--- config.mk ---
export PLATFORM = sky130hd
export DESIGN_NAME = prog_loader_flat
export DESIGN_NICKNAME = d
export VERILOG_FILES = /design/src/rtl/prog_loader_if.sv /design/src/rtl/prog_loader.sv /design/src/flat_wrapper.sv
export SDC_FILE = /design/constraint.sdc
export NUM_CORES = 1
export LEC_CHECK = 0
export CAP_MARGIN = 5
export CORE_ASPECT_RATIO = 0.7
export CORE_MARGIN = 2
export CORE_UTILIZATION = 25
export DETAILED_ROUTE_END_ITERATION = 12
export PLACE_DENSITY = 0.42
export SYNTH_ARGS = -nofsm -noshare
export SYNTH_HDL_FRONTEND = slang
export SYNTH_SLANG_ARGS = --single-unit
--- constraint.sdc ---
create_clock -name clk -period 6.21 [get_ports clk]
set_input_delay 0.9315 -clock clk [delete_from_list [all_inputs] [get_ports clk]]
set_output_delay 0.9315 -clock clk [all_outputs]
set_load 0.005 [all_outputs]
--- src/rtl/prog_loader_if.sv ---
// Byte-stream input and instruction-memory write bus of the program loader.
// master: loader side (consumes stream, drives imem); slave: host/memory side.
interface prog_loader_if #(
  parameter int ADDR_W = 8
);
  logic [7:0]        in_data;
  logic              in_valid;
  logic              in_ready;
  logic              imem_we;
  logic [ADDR_W-1:0] imem_addr;
  logic [31:0]       imem_wdata;

  modport master (
    input  in_data, in_valid,
    output in_ready, imem_we, imem_addr, imem_wdata
  );

  modport slave (
    output in_data, in_valid,
    input  in_ready, imem_we, imem_addr, imem_wdata
  );
endinterface

--- src/rtl/prog_loader.sv ---
// Program loader: byte stream -> count N, N little-endian words into imem,
// then releases core_rst. Ports: clk, rst (sync, active-high), bus
// (prog_loader_if.master: in_data/in_valid/in_ready, imem_we/addr/wdata),
// core_rst, done, error. Optional trailing checksum byte enabled by
// defining PROG_LOADER_CHECKSUM_EN.
module prog_loader #(
  parameter int ADDR_W = 8
) (
  input  logic          clk,
  input  logic          rst,
  prog_loader_if.master bus,
  output logic          core_rst,
  output logic          done,
  output logic          error
);
  localparam logic [2:0] CNT_LO = 3'd0;
  localparam logic [2:0] CNT_HI = 3'd1;
  localparam logic [2:0] DATA   = 3'd2;
  localparam logic [2:0] RUN    = 3'd3;
  localparam logic [2:0] ERR    = 3'd4;
`ifdef PROG_LOADER_CHECKSUM_EN
  localparam logic [2:0] CSUM   = 3'd5;
  localparam logic [2:0] FIN    = CSUM;
`else
  localparam logic [2:0] FIN    = RUN;
`endif
  localparam logic [16:0] MAXN = 17'(1) << ADDR_W;

  logic [2:0]        r_state;
  logic [15:0]       r_cnt;
  logic [15:0]       r_idx;
  logic [1:0]        r_byte;
  logic [23:0]       r_part;
  logic              r_last;
  logic              r_we;
  logic [ADDR_W-1:0] r_addr;
  logic [31:0]       r_wdata;
`ifdef PROG_LOADER_CHECKSUM_EN
  logic [7:0]        r_sum;
`endif

  logic        w_st_rdy;
  logic        w_ready;
  logic        w_acc;
  logic [15:0] w_n;
  logic        w_big;
  logic        w_last;

  always_comb begin
    w_st_rdy = 1'b0;
    case (r_state)
      CNT_LO:  w_st_rdy = 1'b1;
      CNT_HI:  w_st_rdy = 1'b1;
      // final word already taken: only the write pulse remains
      DATA:    w_st_rdy = !r_last;
`ifdef PROG_LOADER_CHECKSUM_EN
      CSUM:    w_st_rdy = 1'b1;
`endif
      default: w_st_rdy = 1'b0;
    endcase
  end

  assign w_ready = w_st_rdy & !rst;
  assign w_acc   = bus.in_valid & w_ready;
  assign w_n     = {bus.in_data, r_cnt[7:0]};
  assign w_big   = {1'b0, w_n} > MAXN;
  assign w_last  = (r_idx == r_cnt - 16'd1);

  always_ff @(posedge clk) begin
    if (rst) begin
      r_state <= CNT_LO;
      r_cnt   <= '0;
      r_idx   <= '0;
      r_byte  <= '0;
      r_part  <= '0;
      r_last  <= 1'b0;
      r_we    <= 1'b0;
      r_addr  <= '0;
      r_wdata <= '0;
`ifdef PROG_LOADER_CHECKSUM_EN
      r_sum   <= '0;
`endif
    end else begin
      r_we <= 1'b0;
      case (r_state)
        CNT_LO: if (w_acc) begin
          r_cnt[7:0] <= bus.in_data;
          r_state    <= CNT_HI;
        end
        CNT_HI: if (w_acc) begin
          r_cnt <= w_n;
          if (w_big)
            r_state <= ERR;
          else if (w_n == 16'd0)
            r_state <= FIN;
          else
            r_state <= DATA;
        end
        DATA: begin
          if (r_last) begin
            r_state <= RUN;
          end else if (w_acc) begin
`ifdef PROG_LOADER_CHECKSUM_EN
            r_sum <= r_sum + bus.in_data;
`endif
            r_byte <= r_byte + 2'd1;
            if (r_byte == 2'd3) begin
              r_we    <= 1'b1;
              r_addr  <= r_idx[ADDR_W-1:0];
              r_wdata <= {bus.in_data, r_part};
              r_idx   <= r_idx + 16'd1;
              if (w_last) begin
`ifdef PROG_LOADER_CHECKSUM_EN
                r_state <= CSUM;
`else
                r_last  <= 1'b1;
`endif
              end
            end else begin
              r_part[{r_byte, 3'b000} +: 8] <= bus.in_data;
            end
          end
        end
`ifdef PROG_LOADER_CHECKSUM_EN
        CSUM: if (w_acc) begin
          r_state <= (bus.in_data == r_sum) ? RUN : ERR;
        end
`endif
        default: ;
      endcase
    end
  end

  assign bus.in_ready   = w_ready;
  assign bus.imem_we    = r_we;
  assign bus.imem_addr  = r_addr;
  assign bus.imem_wdata = r_wdata;

  assign done     = (r_state == RUN);
  assign error    = (r_state == ERR);
  assign core_rst = (r_state != RUN);
endmodule

--- src/flat_wrapper.sv ---
// flat-port wrapper written by rule: the top's interface ports become plain ports
module prog_loader_flat 
#(
  parameter int ADDR_W = 8
)
  (clk, rst, core_rst, done, error, bus_in_data, bus_in_valid, bus_in_ready, bus_imem_we, bus_imem_addr, bus_imem_wdata);
  prog_loader_if #(.ADDR_W(ADDR_W)) bus_i ();
  input  logic clk;
  input  logic rst;
  output logic core_rst;
  output logic done;
  output logic error;
  input wire logic [$bits(bus_i.in_data)-1:0] bus_in_data;
  input wire logic [$bits(bus_i.in_valid)-1:0] bus_in_valid;
  output wire logic [$bits(bus_i.in_ready)-1:0] bus_in_ready;
  output wire logic [$bits(bus_i.imem_we)-1:0] bus_imem_we;
  output wire logic [$bits(bus_i.imem_addr)-1:0] bus_imem_addr;
  output wire logic [$bits(bus_i.imem_wdata)-1:0] bus_imem_wdata;
  assign bus_i.in_data = bus_in_data;
  assign bus_i.in_valid = bus_in_valid;
  assign bus_in_ready = bus_i.in_ready;
  assign bus_imem_we = bus_i.imem_we;
  assign bus_imem_addr = bus_i.imem_addr;
  assign bus_imem_wdata = bus_i.imem_wdata;
  prog_loader #(.ADDR_W(ADDR_W)) u_core (.clk(clk), .rst(rst), .bus(bus_i), .core_rst(core_rst), .done(done), .error(error));
endmodule
==> run_results.csv <==
group,metric,value,unit
status,outcome,"complete, no violations",
floorplan,ios,56,
synth,synth_cell_type_count,50,
clocking,tritoncts,"built",
finish,post-route-util,0.312,
clocking,numCtsBuffers,9,
sta,fin_tns_setup,0,ns
pwr,total_leakage_power,1.96,nW
placed_design,portBuffers,55,
sta,hold_viol,0,
finish,nets,606,
finish,seqCellArea,2060,µm²
clocking,max-clock-path-buffers,2,
worst_setup_path,slowest_stage,"clkdlybuf4s50_1",
min_path,hold_path_class,"register to register",
sta,rsz0062_at_grt,"no",
sta,whs,0.453,ns
job,drv_cap,0,
synth,ys_ff_latch,103,
pwr,p_per_area,247,nW/µm²
drt,drc_errors,0,
synth,ys_warn_count,0,
worst_setup_path,path_max_fanout,31,
clocking,cts_max_level,3,
drt,vias,3770,
finish,drive_gt1_frac,0.0573,
sta,period_share,0.481,
finish,multi_input_area,2300,µm²
clocking,post-cts-setup-buffers,0,
floorplan,initial_core_util,0.254,
synth,synth_most_common_cell,"nand2_1",
worst_setup_path,critPathArrivalTime,2.05,ns
pwr,finalPower,1.38,mW
floorplan,die_w,165,µm
drt,vias_per_cell,4.55,
synth,synth_common_cells,"nand2_1 (118), dfxtp_1 (103), a21oi_1 (69)",
clocking,clock_latency,0.34,ns
global_route,grt_max_degree,76,
floorplan,die_area,19300,µm²
drt,ant_nets,0,
worst_setup_path,crit_type,"input port to primary output",
drt,drtIter0Drc,256,
clocking,clk_pin_slew,0.07,ns
synth,synth_edf_count,0,
sta,min_period,2.99,ns
clocking,post_cts_resized,0,
sta,worst_pin_slew,0.937,ns
synth,syn_inst,552,
synth,ys.flop_type,"dfxtp_1",
global_route,grt.total_usage,0.131,
synth,async_flop_share,0,
worst_setup_path,critPathTopFamily,"buffers and inverters",
placed_design,hpwlAfterDp,8.38,mm
drt,dr.pass1.iters,4,
placed_design,gp_congestion,0.800,
synth,synth_seq_area_share,0.453,
worst_setup_path,critical-path-max-stage-delay,0.54,ns
worst_setup_path,worstPathRequired,5.28,ns
synth,avgSynthCellArea,8.24,µm²
worst_setup_path,critPathBufInv,2,
sta,slew_headroom,0.374,
pwr,vdd_drop_max,0.0958,mV
clocking,cts.sinks,103,
sta,fmax,335,MHz
drt,drt_wl_total,11.9,mm
synth,synth_area_leaders,"dfxtp_1 (45%), nand2_1 (9.7%), a21oi_1 (7.6%)",
sta,drv_slew,0,
worst_setup_path,cp_cell_sequence,"buf_2 -> nor3_1 -> clkdlybuf4s50_1",
global_route,first_global_vias,3576,
clocking,holdBufCountCts,0,
global_route,grt_pass1_wl,19.3,mm
finish,antenna_cells,0,
synth,yosys.area.top_type_share,0.453,
floorplan,core_area,17900,µm²
worst_setup_path,critPathLaunchType,"input port",
finish,fillers,1888,
floorplan,rows,41,
sta,setup_viol,0,
sta,worst_clock_skew,0.00483,ns
global_route,overflow,0,
synth,synth_nets,570,
synth,netlist_area,4550,µm²
global_route,antenna_found_initial,0,
drt,avgRoutedWirePerCell,14.4,µm
synth,synth_top_cell_by_area,"dfxtp_1",
clocking,cts_root_buffer,"clkbuf_16",
finish,syn_to_final_growth,22.8,%
worst_setup_path,cp-end-kind,"primary output",
floorplan,die_h,117,µm
flip-flops by register name (all words and copies together), names as in the netlist:
| signal | cells |
|---|---|
| u_core.r_state | 3 |
| u_core.r_byte | 2 |
| u_core.r_cnt | 16 |
| u_core.r_idx | 16 |
| u_core.bus.imem_wdata | 32 |
| u_core.bus.imem_addr | 8 |
| u_core.bus.imem_we | 1 |
| u_core.r_part | 24 |
| u_core.r_last | 1 |
worst register-to-register path: stages, from the launching register on:
cell and delay, ns:
dfxtp_1 0.41, inv_1 0.10, ha_1 0.32, and4bb_2 0.29, o22ai_1 0.06, a2111oi_0 0.37, nand4_1 0.18, or4_1 0.46
o32ai_2 0.21
layer usage:
layer / vias to the layer above / wire length [µm] / global-route usage / part of all wire
li1: 1929 / - / - / -
met1: 1749 / 6500 / 0.202 / 0.55
met2: 83 / 4590 / 0.176 / 0.38
met3: 9 / 737 / 0.0317 / 0.062
met4: 0 / 103 / 0.0383 / 0.0086
met5: - / 0 / 0 / 0
area by class of cell:
class,count,share of cell area
clock inverter,7,0.0170
multi-input combinational,404,0.411
timing repair buffer,58,0.102
clock buffer,9,0.0403
inverter,12,0.00806
tap,236,0.0529
sequential,103,0.369
cells in the final DEF (no fill, tap or decap), drive strengths merged, types with 2 or more instances in the layout:
cell type and instances:
clkbuf 9, or4 3, a21oi 69, nor2b 6, xnor2 20, or3 4
inv 13, and3 2, bufinv 2, clkdlybuf4s50 54, o21ai 10, nor4 6
o41ai 2, nand4b 2, dfxtp 103, nor2 44, mux2i 21, and2 4
nor3b 4, xor2 12, nand3 33, o211ai 2, clkinv 3, nand4 7
ha 7, nand2 120, nor3 11, nand2b 2, buf 4
through the flow:
stage,setup slack (ns),cells,cell area (µm²)
after global placement,2.92,813,5270
after CTS,3.22,829,5590
after detailed placement,2.88,813,5270
after global routing,3.03,829,5590
final,3.22,829,5590
after floorplan,3.78,552,4550
final timing paths:
path         slack, ns  cells past startpoint                                  start                                     to
max reg2reg       3.72                      8           u_core.r_cnt[0]$_SDFFE_PP0P_             u_core.r_last$_SDFFE_PP0N_
min               0.45                      2  u_core.bus.imem_wdata[5]$_SDFFE_PP0P_  u_core.bus.imem_wdata[5]$_SDFFE_PP0P_
min reg2reg       0.45                      2  u_core.bus.imem_wdata[5]$_SDFFE_PP0P_  u_core.bus.imem_wdata[5]$_SDFFE_PP0P_
max               3.22                      3                                    rst                           bus_in_ready
kinds of logic (layout without fill, tap and decap cells):
group,after synthesis,in the layout,synth area share
muxes,21,21,0.0462
adders and majority gates,7,7,0.0193
buffers and inverters,45,86,0.0418
and+or+nand+nor,253,253,0.262
DFF,103,103,0.453
AOI/OAI and AO/OA,91,91,0.115
xor gates and xnor gates,32,32,0.0616
power by group:
| group | switching [mW] | total [mW] | internal (mW) |
|---|---|---|---|
| registers | 0.00885 | 0.674 | 0.665 |
| logic | 0.0557 | 0.0952 | 0.0395 |
| clock network | 0.258 | 0.612 | 0.354 |
Power figures use the tool's default switching activity.
==> patch (same settings) <==
The option `PROG_LOADER_CHECKSUM_EN` is turned on by a define.
--- a/src/rtl/prog_loader.sv
+++ b/src/rtl/prog_loader.sv
@@ -5,2 +5,4 @@
 // defining PROG_LOADER_CHECKSUM_EN.
+`define PROG_LOADER_CHECKSUM_EN
+
 module prog_loader #(
Formal check against the unedited RTL: not equivalent (Yosys sat finds a counterexample within 4 cycles, from zero or initial values and one cycle with rst high).
==> patch against the original RTL <==
- count of clock-buffer cells in the layout grew 1
- wire length grew 12%
- critical path type is now in2reg
- area after synthesis grew 11%
- maximum frequency shrank 13%
- synthesized cell count grew 13%
- first-iteration DRC count grew 30%
- final area grew 9.5%
- die area grew 11%
- power grew 2.3%
- sequential cell count grew 7
- setup slack lost 450 ps
- largest power group unchanged
- highest routed layer unchanged
==> patch: results <==
{
  "pwr-share-seq_pct": 51.2,
  "yosys-top-cells-area": "dfxtp_1, nand2_1, a21oi_1, ha_1, nor2_1",
  "synth_compound_area_share_pct": 13.00,
  "cp_data_arrival_time_ps": 3630,
  "use_met1_pct": 19.17,
  "grt_pass1_wl_um": 21650,
  "first_global_vias": 4007,
  "area_growth_pct": 20.85,
  "crit_end": "u_core.r_part[10]",
  "met3WireLength_um": 571,
  "path_max_fanout": 20,
  "intPower_mw": 1.047,
  "status": "finished, final reports clean",
  "nFillCells": 2097,
  "whs_endpoint": "u_core.bus.imem_wdata[20]",
  "grt_usage_pct": 12.87,
  "place.gp.congestion": 0.8109,
  "max_stage_delay_ps": 1010,
  "fin_worst_skew_ps": 5.569,
  "syn_avg_cell_area_sq_um": 8.115,
  "reg2reg_slack_ps": 3070,
  "syn_nets": 650,
  "fin_crit_sh_pct": 55.36,
  "tightest_slew_ps": 1198,
  "vdd_drop_max_v": 0.0001196
}
[patch: cell count changes in the layout (fill, tap and decap cells not counted), moves of 3 or more]
cell | unedited run | this run
or3_1 | 4 | 9
ha_1 | 7 | 14
nand3_1 | 33 | 13
mux2i_1 | 21 | 16
a21oi_1 | 69 | 84
nor4_1 | 2 | 5
inv_1 | 11 | 15
nand4_1 | 6 | 21
dfxtp_1 | 103 | 110
nand2b_1 | 2 | 6
xor2_1 | 12 | 17
nor4_2 | 3 | 0
nand2_1 | 118 | 136
and3_1 | 2 | 5
[patch: layout make-up]
cell class	count	area share, %
clock buffers	10	3.742
clock inverters	6	0.8792
inverters	16	0.9814
multi-input cells	463	43.45
flip-flops and latches	110	35.98
well taps	270	5.520
repair buffers	59	9.446
[patch: kinds of logic after synthesis]
family,after synthesis
XOR/XNOR,35
multiplexers,17
AO/OA/AOI/OAI,116
buffers and inverters,51
flip-flops,110
adder cells (fa/ha/maj),15
AND/OR/NAND/NOR,280
